[src/rtl/fpu_ftoi.sv]
// Multicycle pinkyfloat (1/8/7) to 16-bit signed integer converter: truncates toward zero, saturates on overflow.
// Define FTOI_BARREL_EN for a single-cycle barrel shift (fixed 2-cycle latency); default is a 1-bit/cycle shifter.
module fpu_ftoi (
  input  logic        clk,
  input  logic        reset,
  input  logic        start,
  input  logic [15:0] op,
  output logic [15:0] result,
  output logic        done,
  output logic        busy,
  output logic        ovf
);

  typedef enum logic [1:0] {
    IDLE   = 2'd0,
    SHIFT  = 2'd1,
    FINISH = 2'd2
  } state_t;

  state_t state, state_next;

  logic [7:0]  exp_in;
  logic [15:0] m_in;
  logic        cls_zero, cls_sat, cls_normal, cls_left, cls_ovf;
  logic [3:0]  cls_n;

  logic [15:0] mag;
  logic        sign, sat_ovf, sat;
`ifndef FTOI_BARREL_EN
  logic        left;
  logic [3:0]  cnt;
`endif

  assign exp_in = op[14:7];
  assign m_in   = {8'b0, 1'b1, op[6:0]};
  assign busy   = (state != IDLE);

  // Operand classification. Exponent 134 (e=7) is the unshifted point; for the
  // NORMAL range 127..141 the low nibble alone yields |E-134| modulo 16.
  // NOTE: every always_comb output gets a default first so no path infers a latch.
  always_comb begin
    cls_zero   = (exp_in < 8'd127);
    cls_sat    = (exp_in >= 8'd142);
    cls_normal = !cls_zero && !cls_sat;
    cls_left   = (exp_in >= 8'd134);
    cls_n      = cls_left ? (exp_in[3:0] - 4'd6) : (4'd6 - exp_in[3:0]);
    // -32768 is representable exactly, so it saturates without flagging overflow.
    cls_ovf    = cls_sat && !(op[15] && exp_in == 8'd142 && op[6:0] == 7'd0);
  end

  always_ff @(posedge clk or negedge reset) begin
    if (!reset) state <= IDLE;
    else        state <= state_next;
  end

  always_comb begin
    state_next = state;
    case (state)
      IDLE: begin
        if (start) begin
`ifdef FTOI_BARREL_EN
          state_next = FINISH;
`else
          state_next = (cls_normal && cls_n != 4'd0) ? SHIFT : FINISH;
`endif
        end
      end
`ifndef FTOI_BARREL_EN
      SHIFT:   if (cnt == 4'd1) state_next = FINISH;
`endif
      FINISH:  state_next = IDLE;
      default: state_next = IDLE;
    endcase
  end

  // NOTE: sequential state uses non-blocking assignments so every register
  // samples pre-edge values regardless of statement order.
  always_ff @(posedge clk or negedge reset) begin
    if (!reset) begin
      mag     <= '0;
      sign    <= 1'b0;
      sat     <= 1'b0;
      sat_ovf <= 1'b0;
`ifndef FTOI_BARREL_EN
      left    <= 1'b0;
      cnt     <= '0;
`endif
      result  <= '0;
      done    <= 1'b0;
      ovf     <= 1'b0;
    end else begin
      done <= 1'b0;
      case (state)
        IDLE: begin
          if (start) begin
            sign    <= op[15];
            sat     <= cls_sat;
            sat_ovf <= cls_ovf;
`ifdef FTOI_BARREL_EN
            if (cls_zero)      mag <= '0;
            else if (cls_left) mag <= m_in << cls_n;
            else               mag <= m_in >> cls_n;
`else
            left <= cls_left;
            cnt  <= cls_n;
            mag  <= cls_zero ? 16'd0 : m_in;
`endif
          end
        end
`ifndef FTOI_BARREL_EN
        SHIFT: begin
          mag <= left ? (mag << 1) : (mag >> 1);
          cnt <= cnt - 4'd1;
        end
`endif
        FINISH: begin
          if (sat) result <= sign ? 16'h8000 : 16'h7FFF;
          else     result <= sign ? -mag : mag;
          ovf  <= sat_ovf;
          done <= 1'b1;
        end
        default: ;
      endcase
    end
  end

endmodule

[config.mk]
export PLATFORM = sky130hd
export DESIGN_NAME = fpu_ftoi
export DESIGN_NICKNAME = d
export VERILOG_FILES = /design/src/rtl/fpu_ftoi.sv
export SDC_FILE = /design/constraint.sdc
export NUM_CORES = 1
export LEC_CHECK = 0
export ABC_AREA = 1
export CAP_MARGIN = 20
export CORE_ASPECT_RATIO = 0.7
export CORE_UTILIZATION = 55
export DETAILED_ROUTE_END_ITERATION = 10
export GPL_ROUTABILITY_DRIVEN = 0
export PLACE_DENSITY_LB_ADDON = 0.25
export SKIP_CTS_REPAIR_TIMING = 1
export SLEW_MARGIN = 30
export SYNTH_ARGS = -nofsm -noshare
export SYNTH_HDL_FRONTEND = slang
export SYNTH_SLANG_ARGS = --single-unit
[constraint.sdc]
create_clock -name clk -period 2.3 [get_ports clk]
set_clock_uncertainty 0.2 [all_clocks]
set_input_delay 0.345 -clock clk [delete_from_list [all_inputs] [get_ports clk]]
set_output_delay 0.345 -clock clk [all_outputs]
set_load 0.01 [all_outputs]
==> metrics.cfg <==
[critical_path]
worst_setup_path_start_kind = register
r2r_end = result[14]
slowest_stage = dfrtp_1
path_class = register to output port
worstPathMaxFanout = 4
r2r-start = mag[0]
crit_buf_inv = 2
required_ns = 1.75
critPathMaxStageDelay_ns = 0.48
r2r_slack_ns = 0.44
r2r_cells = 10
cp_cell_sequence = nor2_2 > inv_1 > clkdlybuf4s50_1
arrival_ns = 1.55
critical-path-top-delay-family = buffers and inverters
end_kind = output port

[finish]
final_core_util = 0.6886
drive_gt1_frac = 0.1064
nFillCells = 386
final_cell_mix = 79 x nand2_1, 44 x dfrtp_1, 36 x inv_1, 36 x nor2_1, 36 x clkdlybuf4s50_1
final_common_cell = nand2_1
post-route-cell-area_um2 = 3293
diodes = 0
syn_to_final_growth_pct = 19.96
nets = 429

[worst_hold_path]
hold_depth = 2
hp-start = result[1]
min_path_type = register to register
worstHoldEndpoint = result[1]

[routing]
drt_first_pass_iters = 5
remaining_drc_errors = 0
drt_iter0_markers = 283
wl_um = 6694
viasPerCell = 5.524
wire_per_inst_um = 14.15
vias = 2613
ant_nets = 0

[power]
p_leak_nw = 1.541
p_int_mw = 2.421
clkPwrFrac = 0.134
p_comb_frac = 0.546
p_seq_frac = 0.320
switching_share = 0.4551
ir_worst_vdd_mv = 0.5500
power_density_nw_per_um2 = 1349
p_total_mw = 4.442
p_sw_mw = 2.021

[global_route]
grt_max_degree = 19
grt_pass1_vias = 2289
grt_antenna_before_repair = 0
grt_pass1_wl_um = 10860
grt-ovfl-total = 0
track_usage = 0.2738

[floorplan]
fp.coreArea_um2 = 4782
fp.dieH_um = 61.11
die_width_um = 86.44
start_util = 0.5740
rows = 21
dieArea_um2 = 5282
ioPinCount = 38

[timing]
period_needed_ns = 2.091
holdWs_ns = 0.2885
drv_slew = 0
timing.setup.tns_ns = 0
worstMarginPinSlew_ns = 0.4438
fmax_ghz = 0.4782
setup_viol = 0
max_slew_margin = 0.7038
grt_setup_unrepaired = false
period_share = 0.9092
finalHoldViolCount = 0

[synthesis]
yosys_register_bits = 44
synth_top_area_share = 0.4011
netlist_instances = 363
yosysWarnings = 0
yosysTopAreaCell = dfrtp_1
netlist_area_um2 = 2745
avgSynthCellArea_um2 = 7.562
syn_nets = 389
synth_top_cells_by_area = dfrtp_1 40%, nand2_1 11%, a21oi_1 4.9%
yosysSeqAreaShare = 0.4011
synth_cell_types = 38

[clock_tree]
numCtsBuffers = 5
path_clk_slew_ns = 0.09
clkLatencyLatePin_ns = 0.31
clockRootBuffer = clkbuf_8
htreeDepth = 2
clockBufferDepth = 2
clock-sinks = 44
tritoncts = built

[placed_design]
place.port_buffers = 37
dpl.hpwl_um = 5041
place_area_um2 = 3172

[status]
outcome = finished clean

[run]
cap_violations = 0

[tightest hold or removal path, cell delays in order, from the launching register on]
cell and delay, ns:
dfrtp_1 0.35, nand2_1 0.05, o31ai_1 0.05
[state kept, by name, summed over array words and instances (netlist names)]
| signal | flops |
|---|---|
| cnt | 4 |
| done | 1 |
| left | 1 |
| mag | 16 |
| ovf | 1 |
| result | 16 |
| sat | 1 |
| sat_ovf | 1 |
| sign | 1 |
| state | 2 |
[cell families (layout without fill, tap and decap cells)]
group / Yosys count / in the layout / synth area share
compound gates: 83 / 83 / 0.1810
flops: 44 / 44 / 0.4011
xor+xnor: 8 / 8 / 0.02553
simple gates: 163 / 163 / 0.2662
buf+inv: 58 / 99 / 0.09435
fa+ha+maj: 7 / 7 / 0.03190
[power by group through the flow]
stage / registers, mW / clock network [mW] / logic (mW)
global route: 1.47 / 0.640 / 2.70
finish: 1.42 / 0.597 / 2.43
detailed placement: 1.42 / 0 / 2.39
floorplan: 1.40 / 0 / 1.66
CTS: 1.41 / 0.609 / 2.40
global placement: 1.41 / 0 / 2.32
[metrics by stage]
stage               cells  setup slack, ns
floorplan             363           0.7319
global placement      464           0.1161
detailed placement    464          0.03136
CTS                   472           0.2066
global route          473           0.1179
finish                473           0.2089
[area by class of cell]
cell class                      instances  area (um^2)  share of cell area
Inverter                               45        173.9             0.05281
Tap cell                               69        86.33             0.02622
Timing Repair Buffer                   46        435.4              0.1322
Clock buffer                            5        68.82             0.02090
Clock inverter                          3        42.54             0.01292
Sequential cell                        44         1101              0.3343
Multi-Input combinational cell        261         1385              0.4206
[how the worst max path moves through the flow]
| stage | startpoint | end | slack (ns) | cells after the start |
|---|---|---|---|---|
| 2_1_floorplan | mag[1] | result[14] | 0.73 | 10 |
| 3_3_place_gp | op[9] | state[1] | 0.12 | 13 |
| 3_5_place_dp | op[9] | state[1] | 0.03 | 13 |
| 4_1_cts | state[0] | busy | 0.21 | 3 |
| 5_1_grt | op[9] | cnt[2] | 0.12 | 12 |
| 6_report | state[0] | busy | 0.21 | 3 |
[Yosys cell counts (all sizes together)]
library cell,number
nor2,42
o31ai,1
buf,11
nand2,81
o21ai,33
o211ai,1
nor3,4
dfrtp,44
a31oi,4
nor4,1
nand4,4
xor2,8
a22oi,7
a21oi,29
ha,7
nand3,29
clkbuf,2
nand3b,1
inv,45
o32ai,1
or2,1
o21bai,1
o22ai,6
[metal layers]
layer | share of wire | vias up | GRT usage
met3 | 0.079 | 11 | 0.06568
met1 | 0.48 | 1215 | 0.3878
met4 | 0.015 | 0 | 0.1048
met5 | 0 | - | 0
li1 | - | 1282 | -
met2 | 0.43 | 105 | 0.4127
(Power assumes the default switching activity.)
